**config.mk**
```make
export PLATFORM = sky130hd
export DESIGN_NAME = instruction_encoder_flat
export DESIGN_NICKNAME = d
export VERILOG_FILES = /design/src/rtl/instruction_encoder_if.sv /design/src/rtl/instruction_encoder.sv /design/src/flat_wrapper.sv
export SDC_FILE = /design/constraint.sdc
export NUM_CORES = 1
export LEC_CHECK = 0
export ABC_CLOCK_PERIOD_IN_PS = 2000
export BUFFER_PORTS_ARGS = -buffer_cell sky130_fd_sc_hd__buf_2
export CAP_MARGIN = 20
export CORE_ASPECT_RATIO = 0.9
export CORE_MARGIN = 4
export CORE_UTILIZATION = 36
export DETAILED_ROUTE_END_ITERATION = 8
export MAX_ROUTING_LAYER = met4
export RECOVER_POWER = 100
export SLEW_MARGIN = 10
export SYNTH_ARGS = -nofsm -noshare
export SYNTH_HDL_FRONTEND = slang
export SYNTH_SLANG_ARGS = --single-unit
```
**constraint.sdc**
```tcl
create_clock -name clock -period 2 [get_ports clock]
set_clock_uncertainty 0.05 [all_clocks]
set_input_delay 0.2 -clock clock [delete_from_list [all_inputs] [get_ports clock]]
set_output_delay 0.2 -clock clock [all_outputs]
set_load 0.01 [all_outputs]
```
**src/rtl/instruction_encoder_if.sv**
```systemverilog
// Request/response bundle for the RV32 instruction encoder.
// slave is the encoder's view, master the loader/memory side.
interface instruction_encoder_if #(
  parameter int XLEN      = 32,
  parameter int ERR_CNT_W = 16
);
  logic                 in_valid;
  logic                 in_ready;
  logic [6:0]           in_opcode;
  logic [4:0]           in_rd;
  logic [4:0]           in_rs1;
  logic [4:0]           in_rs2;
  logic [2:0]           in_funct3;
  logic [6:0]           in_funct7;
  logic [XLEN-1:0]      in_imm;
  logic                 out_valid;
  logic                 out_ready;
  logic [31:0]          out_inst;
  logic                 out_error;
  logic [ERR_CNT_W-1:0] error_count;

  modport slave (
    input  in_valid, in_opcode, in_rd, in_rs1, in_rs2,
    input  in_funct3, in_funct7, in_imm, out_ready,
    output in_ready, out_valid, out_inst, out_error,
    output error_count
  );

  modport master (
    output in_valid, in_opcode, in_rd, in_rs1, in_rs2,
    output in_funct3, in_funct7, in_imm, out_ready,
    input  in_ready, out_valid, out_inst, out_error,
    input  error_count
  );
endinterface

```
**src/rtl/instruction_encoder.sv**
```systemverilog
// Two-stage RV32 instruction encoder: classify and range-check,
// then scatter fields into the instruction word.
module instruction_encoder #(
  parameter int XLEN      = 32,
  parameter int ERR_CNT_W = 16
) (
  input logic                  clock,
  input logic                  reset,
  instruction_encoder_if.slave bus
);

  localparam logic [6:0] OPC_LOAD     = 7'b0000011;
  localparam logic [6:0] OPC_LOAD_FP  = 7'b0000111;
  localparam logic [6:0] OPC_OP_IMM   = 7'b0010011;
  localparam logic [6:0] OPC_AUIPC    = 7'b0010111;
  localparam logic [6:0] OPC_STORE    = 7'b0100011;
  localparam logic [6:0] OPC_STORE_FP = 7'b0100111;
  localparam logic [6:0] OPC_OP       = 7'b0110011;
  localparam logic [6:0] OPC_LUI      = 7'b0110111;
  localparam logic [6:0] OPC_BRANCH   = 7'b1100011;
  localparam logic [6:0] OPC_JALR     = 7'b1100111;
  localparam logic [6:0] OPC_JAL      = 7'b1101111;

  typedef enum logic [2:0] {
    FMT_R, FMT_I, FMT_SH, FMT_S,
    FMT_B, FMT_U, FMT_J, FMT_X
  } fmt_e;

  typedef struct packed {
    logic [6:0]      opcode;
    logic [4:0]      rd;
    logic [4:0]      rs1;
    logic [4:0]      rs2;
    logic [2:0]      funct3;
    logic [6:0]      funct7;
    logic [XLEN-1:0] imm;
    fmt_e            fmt;
    logic            err;
  } s1_t;

  s1_t        s1_d, s1_q;
  logic       s1_valid;
  logic       s1_adv, s2_adv;
  logic [31:0] word;
  logic [XLEN-1:0] imm;
  logic       fits12, fits13, fits21, shamt_ok, is_shift;

  assign s2_adv       = !bus.out_valid || bus.out_ready;
  assign s1_adv       = !s1_valid || s2_adv;
  assign bus.in_ready = s1_adv;

  assign imm      = bus.in_imm;
  assign fits12   = (&imm[31:11]) || !(|imm[31:11]);
  assign fits13   = (&imm[31:12]) || !(|imm[31:12]);
  assign fits21   = (&imm[31:20]) || !(|imm[31:20]);
  assign shamt_ok = !(|imm[31:5]);
  assign is_shift = (bus.in_opcode == OPC_OP_IMM) &&
                    (bus.in_funct3[1:0] == 2'b01);

  always_comb begin
    s1_d        = '0;
    s1_d.opcode = bus.in_opcode;
    s1_d.rd     = bus.in_rd;
    s1_d.rs1    = bus.in_rs1;
    s1_d.rs2    = bus.in_rs2;
    s1_d.funct3 = bus.in_funct3;
    s1_d.funct7 = bus.in_funct7;
    s1_d.imm    = bus.in_imm;
    s1_d.fmt    = FMT_X;
    case (bus.in_opcode)
      OPC_LOAD, OPC_LOAD_FP,
      OPC_OP_IMM, OPC_JALR:   s1_d.fmt = is_shift ? FMT_SH : FMT_I;
      OPC_STORE, OPC_STORE_FP: s1_d.fmt = FMT_S;
      OPC_BRANCH:             s1_d.fmt = FMT_B;
      OPC_LUI, OPC_AUIPC:     s1_d.fmt = FMT_U;
      OPC_JAL:                s1_d.fmt = FMT_J;
      OPC_OP:                 s1_d.fmt = FMT_R;
      default:                s1_d.fmt = FMT_X;
    endcase
    case (s1_d.fmt)
      FMT_I, FMT_S: s1_d.err = !fits12;
      FMT_SH:       s1_d.err = !shamt_ok;
      FMT_B:        s1_d.err = !fits13 || imm[0];
      FMT_J:        s1_d.err = !fits21 || imm[0];
      FMT_U:        s1_d.err = |imm[11:0];
      FMT_R:        s1_d.err = 1'b0;
      default:      s1_d.err = 1'b1;
    endcase
  end

  always_ff @(posedge clock or negedge reset) begin
    if (!reset) begin
      s1_valid <= 1'b0;
      s1_q     <= '0;
    end else if (s1_adv) begin
      s1_valid <= bus.in_valid;
      if (bus.in_valid) s1_q <= s1_d;
    end
  end

  always_comb begin
    word = '0;
    if (!s1_q.err) begin
      unique case (1'b1)
        s1_q.fmt == FMT_I:
          word = {s1_q.imm[11:0], s1_q.rs1, s1_q.funct3,
                  s1_q.rd, s1_q.opcode};
        s1_q.fmt == FMT_SH:
          word = {s1_q.funct7, s1_q.imm[4:0], s1_q.rs1,
                  s1_q.funct3, s1_q.rd, s1_q.opcode};
        s1_q.fmt == FMT_S:
          word = {s1_q.imm[11:5], s1_q.rs2, s1_q.rs1,
                  s1_q.funct3, s1_q.imm[4:0], s1_q.opcode};
        s1_q.fmt == FMT_B:
          word = {s1_q.imm[12], s1_q.imm[10:5], s1_q.rs2,
                  s1_q.rs1, s1_q.funct3, s1_q.imm[4:1],
                  s1_q.imm[11], s1_q.opcode};
        s1_q.fmt == FMT_U:
          word = {s1_q.imm[31:12], s1_q.rd, s1_q.opcode};
        s1_q.fmt == FMT_J:
          word = {s1_q.imm[20], s1_q.imm[10:1], s1_q.imm[11],
                  s1_q.imm[19:12], s1_q.rd, s1_q.opcode};
        s1_q.fmt == FMT_R:
          word = {s1_q.funct7, s1_q.rs2, s1_q.rs1,
                  s1_q.funct3, s1_q.rd, s1_q.opcode};
        default: word = '0;
      endcase
    end
  end

  always_ff @(posedge clock or negedge reset) begin
    if (!reset) begin
      bus.out_valid <= 1'b0;
      bus.out_inst  <= '0;
      bus.out_error <= 1'b0;
    end else if (s2_adv) begin
      bus.out_valid <= s1_valid;
      if (s1_valid) begin
        bus.out_inst  <= word;
        bus.out_error <= s1_q.err;
      end
    end
  end

  // Counts retired errored words; sticks at all-ones.
  always_ff @(posedge clock or negedge reset) begin
    if (!reset) begin
      bus.error_count <= '0;
    end else if (bus.out_valid && bus.out_ready &&
                 bus.out_error && !(&bus.error_count)) begin
      bus.error_count <= bus.error_count + 1'b1;
    end
  end

endmodule

```
**src/flat_wrapper.sv**
```systemverilog
// flat-port wrapper written by rule: the top's interface ports become plain ports
module instruction_encoder_flat 
#(
  parameter int XLEN      = 32,
  parameter int ERR_CNT_W = 16
)
  (clock, reset, bus_in_valid, bus_in_opcode, bus_in_rd, bus_in_rs1, bus_in_rs2, bus_in_funct3, bus_in_funct7, bus_in_imm, bus_out_ready, bus_in_ready, bus_out_valid, bus_out_inst, bus_out_error, bus_error_count);
  instruction_encoder_if #(.XLEN(XLEN), .ERR_CNT_W(ERR_CNT_W)) bus_i ();
  input logic clock;
  input logic reset;
  input wire logic [$bits(bus_i.in_valid)-1:0] bus_in_valid;
  input wire logic [$bits(bus_i.in_opcode)-1:0] bus_in_opcode;
  input wire logic [$bits(bus_i.in_rd)-1:0] bus_in_rd;
  input wire logic [$bits(bus_i.in_rs1)-1:0] bus_in_rs1;
  input wire logic [$bits(bus_i.in_rs2)-1:0] bus_in_rs2;
  input wire logic [$bits(bus_i.in_funct3)-1:0] bus_in_funct3;
  input wire logic [$bits(bus_i.in_funct7)-1:0] bus_in_funct7;
  input wire logic [$bits(bus_i.in_imm)-1:0] bus_in_imm;
  input wire logic [$bits(bus_i.out_ready)-1:0] bus_out_ready;
  output wire logic [$bits(bus_i.in_ready)-1:0] bus_in_ready;
  output wire logic [$bits(bus_i.out_valid)-1:0] bus_out_valid;
  output wire logic [$bits(bus_i.out_inst)-1:0] bus_out_inst;
  output wire logic [$bits(bus_i.out_error)-1:0] bus_out_error;
  output wire logic [$bits(bus_i.error_count)-1:0] bus_error_count;
  assign bus_i.in_valid = bus_in_valid;
  assign bus_i.in_opcode = bus_in_opcode;
  assign bus_i.in_rd = bus_in_rd;
  assign bus_i.in_rs1 = bus_in_rs1;
  assign bus_i.in_rs2 = bus_in_rs2;
  assign bus_i.in_funct3 = bus_in_funct3;
  assign bus_i.in_funct7 = bus_in_funct7;
  assign bus_i.in_imm = bus_in_imm;
  assign bus_i.out_ready = bus_out_ready;
  assign bus_in_ready = bus_i.in_ready;
  assign bus_out_valid = bus_i.out_valid;
  assign bus_out_inst = bus_i.out_inst;
  assign bus_out_error = bus_i.out_error;
  assign bus_error_count = bus_i.error_count;
  instruction_encoder #(.XLEN(XLEN), .ERR_CNT_W(ERR_CNT_W)) u_core (.clock(clock), .reset(reset), .bus(bus_i));
endmodule
```
==> metrics, run 1 <==
CTS root buffer clkbuf_16; RSZ-0062 raised after global routing no; Synth Area per Inst 10.5 um2; boundary pin count 119; largest net degree at the start of global routing 46; HP Start bus_in_funct3[0]; commonest non-fill, non-tap cells in the layout dfrtp_1 (119), nand2_1 (85), buf_2 (67), clkbuf_1 (56), mux2_2 (45); all-layer global routing usage 19.2%; RR Endpoint u_core.bus.error_count[1]$_DFFE_PN0P_; cells after synthesis 549; combinational power share 15.9%; Fill cells 1473; CP required 2230 ps; CTS Sinks 119; Cell Area, Synth 5780 um2; Final Hold Fails 0; layout cells sized above 1 23.4%; input/output buffers 118; endpoints failing setup 0; Clk pwr share 41.0%; GP Congestion 0.896; switching share of power 26.8%; Placeable Area 15600 um2; Post-CTS Setup Inserts 0; number of global-route vias before repair 4930; FF+latch area 2980 um2; fin crit share 93.4%; initial antenna violation count 0; Post-DRT Antenna Nets 0; setup TNS 0 ps; CP arrival 2100 ps; Initial Utilization 37.0%; Main synth FF type dfrtp_1; number of CTS-inserted buffers 17; Cell Pwr Density 897 nW/um2; Reg2Reg Depth 4; Pins Over Slew Limit 0; Synth top area share 51.5%; fmax 535 MHz; Slew headroom 39.3%; Die ar. 18200 um2; post-route insts no fill 927; drc violations 0; GRT overflow 0; pre-CTS WS 29.1 ps; first-pass GRT wire length 26500 um; worst reg-to-reg setup slack 130 ps; row cnt 43; wire per inst 17.4 um; Die Y 128 um; leak pwr 3.35 nW; HPWL Detailed 11700 um; P_sw 1.81 mW; dpl cells 857; # diodes 0; hold path depth 2; vias per std cell 5.16; Die Wd 142 um; Seq pwr share 43.1%; insertion delay to the later sink of the worst-skew pair 410 ps; worst reg2reg path startpoint u_core.bus.error_count[7]$_DFFE_PN0P_; fin worst setup slack 132 ps; H-tree levels 4; Setup crit end kind flop; most common cell after layout, fill and taps aside dfrtp_1; crit path time final 1870 ps; footprint of the multi-input gates 2610 um2; area grow syn2layout 30.3%; Yosys warning count 0; Int Pwr 4.94 mW; hold path endpoint u_core.s1_q[43]$_DFFE_PN0P_; CTS tree yes; ys async rst share 100%; clock buffer depth 2; maxcap violations 0; CP max FO 10; fin nets 783; register area share after synthesis 51.5%; Distinct cells, synth 54; Yosys top cell by area dfrtp_1; critical path type flop to flop; maximum vdd drop 584 uV; Hold WC Path Type primary input to flop; vias 4781; status finished clean; Synth Net Count 618; Slew @ Worst Pin 911 ps; EDFF count, synth 0; initial drt markers 266; routed wire length 16200 um; Clock transition at path regs 50 ps; DR pass1 iterations 4; Synth Register Bits 119; Synth area leaders dfrtp_1 (52%), mux2_2 (8.8%), nand2_1 (5.5%); Startpoint Class flop
## cell families (layout without fill, tap and decap cells)
family | after synthesis | count (layout) | synth area share [%]
flops | 119 | 119 | 51.5
buf+inv | 42 | 218 | 3.44
compound gates | 127 | 127 | 15.1
fa+ha+maj | 1 | 1 | 0.216
mux | 56 | 56 | 10.7
simple gates | 189 | 189 | 16.8
xor+xnor | 15 | 15 | 2.27
## what timing repair did
action	CTS	global route
hold buffers	40	0
endpoints found under the setup margin	0	1
hold endpoints to repair	69	0
resized for setup	0	1
## layout make-up
cell class,count,area share (%)
Clock inverter,3,0.199
Inverter,5,0.249
Sequential cell,119,39.5
Multi-Input combinational cell,388,34.7
Tap cell,202,3.36
Timing Repair Buffer,183,15.0
Clock buffer,27,6.94
## per-stage QoR
stage	util, %	total power, mW	area (um2)	hold slack (ps)
after floorplan	-	3.52	5780	-146
after global placement	42.8	3.94	6680	128
after detailed placement	42.8	3.99	6680	136
after CTS	48.8	6.86	7620	2.15
after global routing	48.3	7.11	7530	7.75
final	48.3	6.75	7530	16.3
## flip-flops by register name, summed over array words and instances, names as in the netlist
| name | flops |
|---|---|
| u_core.bus.out_error | 1 |
| u_core.bus.out_inst | 32 |
| u_core.bus.out_valid | 1 |
| u_core.bus.error_count | 16 |
| u_core.s1_valid | 1 |
| u_core.s1_q | 68 |
## cell usage after synthesis, types with 9 or more instances
cell,n
o21ai_0,29
a22o_1,32
xnor2_1,13
nand4_1,13
nor2b_1,33
clkbuf_1,20
mux2i_1,11
nand3_1,10
mux2_2,45
nand2_1,85
buf_2,12
a21oi_1,37
a211oi_1,9
dfrtp_1,119
## worst max-delay path by stage
stage	from	end	slack [ps]
after floorplan	u_core.bus.error_count[7]$_DFFE_PN0P_	u_core.bus.error_count[1]$_DFFE_PN0P_	210
after global placement	bus_in_imm[8]	u_core.s1_q[0]$_DFFE_PN0P_	160
after detailed placement	bus_in_imm[8]	u_core.s1_q[0]$_DFFE_PN0P_	30
after CTS	u_core.bus.error_count[7]$_DFFE_PN0P_	u_core.bus.error_count[1]$_DFFE_PN0P_	120
after global routing	u_core.s1_q[3]$_DFFE_PN0P_	u_core.bus.out_inst[17]$_DFFE_PN0P_	30
final	u_core.bus.error_count[7]$_DFFE_PN0P_	u_core.bus.error_count[1]$_DFFE_PN0P_	130
## worst max-delay path, cell delays in order (launching register included)
cell and delay, ps:
dfrtp_1 420, and4_1 240, and3_1 290, a31oi_4 370
mux2_2 380
## metal layers
metal	vias up	track usage (%)	wire length [um]
met4	0	4.80	69
met2	110	30.1	7830
met5	-	-	0
met3	4	4.48	740
li1	2291	-	-
met1	2376	25.3	7530
## power groups by stage
stage | logic, mW | registers, mW | clock network [mW]
after floorplan | 0.617 | 2.90 | 0
after global placement | 1.02 | 2.92 | 0
after detailed placement | 1.05 | 2.94 | 0
after CTS | 1.12 | 2.90 | 2.84
after global routing | 1.19 | 2.95 | 2.97
final | 1.07 | 2.91 | 2.77
No activity file was read; power rests on OpenSTA's default activity.
==> run 2: changes to the inputs <==
--- a/config.mk
+++ b/config.mk
@@ -5,7 +5,8 @@
 export SDC_FILE = /design/constraint.sdc
 export NUM_CORES = 1
 export LEC_CHECK = 0
-export ABC_CLOCK_PERIOD_IN_PS = 2000
+export ABC_AREA = 1
+export ABC_CLOCK_PERIOD_IN_PS = 1800
 export BUFFER_PORTS_ARGS = -buffer_cell sky130_fd_sc_hd__buf_2
 export CAP_MARGIN = 20
 export CORE_ASPECT_RATIO = 0.9
==> constraint.sdc (replaced) <==
create_clock -name clock -period 1.8 [get_ports clock]
set_clock_uncertainty 0.05 [all_clocks]
set_input_delay 0.18 -clock clock [delete_from_list [all_inputs] [get_ports clock]]
set_output_delay 0.18 -clock clock [all_outputs]
set_load 0.01 [all_outputs]
==> run 2 against run 1 <==
Net effect:
- hold slack improved by 7.1 ps
- via count increased by 5.2%
- first-iteration DRC count decreased by 3.8%
- cell count increased by 14%
- sequential share of layout area increased by 1.0 points
- clock power increased by 5%
- non-clock buffer count decreased by 6
- critical path depth increased by 7
- setup slack got worse by 30 ps
- flip-flop and latch count unchanged
- critical endpoint is now u_core.bus.error_count[13]$_DFFE_PN0P_
- largest cell class unchanged
==> metrics, run 2 <==
status finished clean; boundary pin count 119; Crit-path slowest cell dfrtp_1; Pins Over Slew Limit 0; post-route insts no fill 1060; CP required 2040 ps; top flop regs u_core.s1_q x68, u_core.bus.out_inst x32, u_core.bus.error_count x16; Post-DRT Antenna Nets 0; cell area after layout 7340 um2; highest metal used met4; top-count cell post-synth nand2_1; dpl cells 990; GRT overflow 0; CTS tree yes; Cell Pwr Density 1080 nW/um2; crit path time final 1700 ps; ys async rst share 100%; setup TNS 0 ps; initial antenna violation count 0; Post-DP Area 6540 um2; area grow syn2layout 31.5%; Reg2Reg Depth 11; leak pwr 3.70 nW; Die Wd 139 um; CTS Sinks 119; vias per std cell 4.74; Synth Net Count 748; Synth top cells by count nand2_1 (214), dfrtp_1 (119), inv_1 (69); commonest non-fill, non-tap cells in the layout nand2_1 (213), dfrtp_1 (119), inv_1 (69), buf_2 (68), clkbuf_1 (59); Slew headroom 48.0%; Main synth FF type dfrtp_1; Cell Area, Synth 5580 um2; Worst Setup EP u_core.bus.error_count[13]$_DFFE_PN0P_; Synth Area per Inst 8.22 um2; # diodes 0; Startpoint Class flop; cells after synthesis 679; Synth area leaders dfrtp_1 (53%), nand2_1 (14%), o21ai_0 (5.1%); Critical path origin u_core.bus.error_count[1]$_DFFE_PN0P_; CTS root buffer clkbuf_16; insertion delay to the later sink of the worst-skew pair 410 ps; WHS 23.4 ps; FF+latch area 2980 um2; largest net degree at the start of global routing 60; initial drt markers 256; critical path type flop to flop; all-layer global routing usage 19.1%; Die ar. 17600 um2; vias 5029; register area share after synthesis 53.3%; crit-path cells ha_2 > nand3_2 > nor2_1 > nand3b_2 > nand2_4 > inv_4 > nand2_4 > nor2_4 > nand2_4 > nor2_2 > xor2_1; Placeable Area 15000 um2; input/output buffers 118; Yosys warning count 0; Initial Utilization 37.3%; worst reg-to-reg setup slack 100 ps; fin crit share 94.3%; max FFs per register 68; footprint of the multi-input gates 2210 um2; number of global-route vias before repair 5103; Clock transition at path regs 50 ps; DR pass1 iterations 4; maximum vdd drop 685 uV; fin worst setup slack 102 ps; CP max FO 9; fin nets 920; Yosys top cell by area dfrtp_1; most common cell after layout, fill and taps aside nand2_1; Slew @ Worst Pin 780 ps; largest stage delay on the critical path 400 ps; RSZ-0062 raised after global routing yes; H-tree levels 4; wire per inst 14.7 um; Die Y 126 um; Fill cells 1494; Hold WC Path Type primary input to flop; worst reg2reg path startpoint u_core.bus.error_count[1]$_DFFE_PN0P_; drc violations 0; Most flops, register u_core.s1_q; RR Endpoint u_core.bus.error_count[13]$_DFFE_PN0P_; fmax 589 MHz; pre-CTS WS 72.9 ps; Synth Register Bits 119; clock buffer depth 2; Final Hold Fails 0; post-route met1 wirelength 7590 um; routed wire length 15600 um; endpoints failing setup 0; maxcap violations 0; Synth top area share 53.3%; Distinct cells, synth 36; number of CTS-inserted buffers 17; EDFF count, synth 0; most used cell, CP nand2_4; HPWL Detailed 11400 um; CP arrival 1930 ps; layout cells sized above 1 16.2%; routed wl met2 6970 um; met3 wire length 903 um; first-pass GRT wire length 26000 um; Setup crit end kind flop; row cnt 42; GP Congestion 0.890
## run 2: cell count changes in the layout (fill, tap and decap cells not counted), sizes merged, moves of 13 or more
cell,previous run,this run
nand2,85,219
inv,5,80
o21ai,30,83
mux2,45,0
nor2b,33,0
a22o,32,0
nor2,8,39
a21oi,37,8
nand3,10,36
nor3,3,16
## run 2: area by class of cell
class                           count  share of cell area [%]
Timing Repair Buffer              177                    15.0
Clock buffer                       25                    6.47
Clock inverter                      5                   0.341
Inverter                           81                    4.17
Sequential cell                   119                    40.6
Tap cell                          198                    3.37
Multi-Input combinational cell    455                    30.1
## run 2: what timing repair did
item | CTS | global route
resized for setup | 0 | 4
hold buffers | 40 | 0
setup endpoints to repair | 0 | 4
buffers inserted | 0 | 0
hold endpoints to repair | 65 | 0
## run 2: layer usage
layer	up-vias	global-route usage, %
met4	0	4.55
met5	-	-
met1	2338	26.4
met2	133	28.4
met3	18	4.62
li1	2540	-
## run 2: through the flow
stage	utilization, %	power (mW)
6_report	49.0	7.93
3_5_place_dp	43.7	5.06
3_3_place_gp	43.7	5.03
2_1_floorplan	-	4.31
5_1_grt	49.0	8.40
4_1_cts	49.7	8.05
## run 2: logic make-up after synthesis
family / count (synthesis) / synth area share (%)
AOI/OAI and AO/OA: 111 / 11.2
xor gates and xnor gates: 15 / 2.35
adders and majority gates: 1 / 0.224
buffers and inverters: 105 / 7.28
DFF: 119 / 53.3
and+or+nand+nor: 328 / 25.6
## run 2: how the worst min path moves through the flow
stage,startpoint,to,slack [ps],depth (start not counted)
finish,bus_in_opcode[2],u_core.s1_q[63]$_DFFE_PN0P_,20,3
global route,bus_in_imm[17],u_core.s1_q[21]$_DFFE_PN0P_,20,3
detailed placement,reset,u_core.bus.out_valid$_DFFE_PN0P_,90,1
floorplan,reset,u_core.bus.error_count[0]$_DFFE_PN0P_,-170,0
global placement,reset,u_core.bus.out_inst[0]$_DFFE_PN0P_,90,1
CTS,bus_in_opcode[2],u_core.s1_q[63]$_DFFE_PN0P_,5,3
## run 2: worst max-delay path, delay by kind of cell (launching register included)
kind                     cells  cell delay, ps
flip-flops                   1             400
XOR/XNOR                     1             130
AND/OR/NAND/NOR              8             720
buffers and inverters        1              50
adder cells (fa/ha/maj)      1             220
## run 2: power breakdown
part	total [mW]	internal [mW]	switching [mW]
sequential	3.38	3.10	0.279
combinational	1.65	0.600	1.05
clock	2.91	1.80	1.11
total	7.93	5.50	2.44
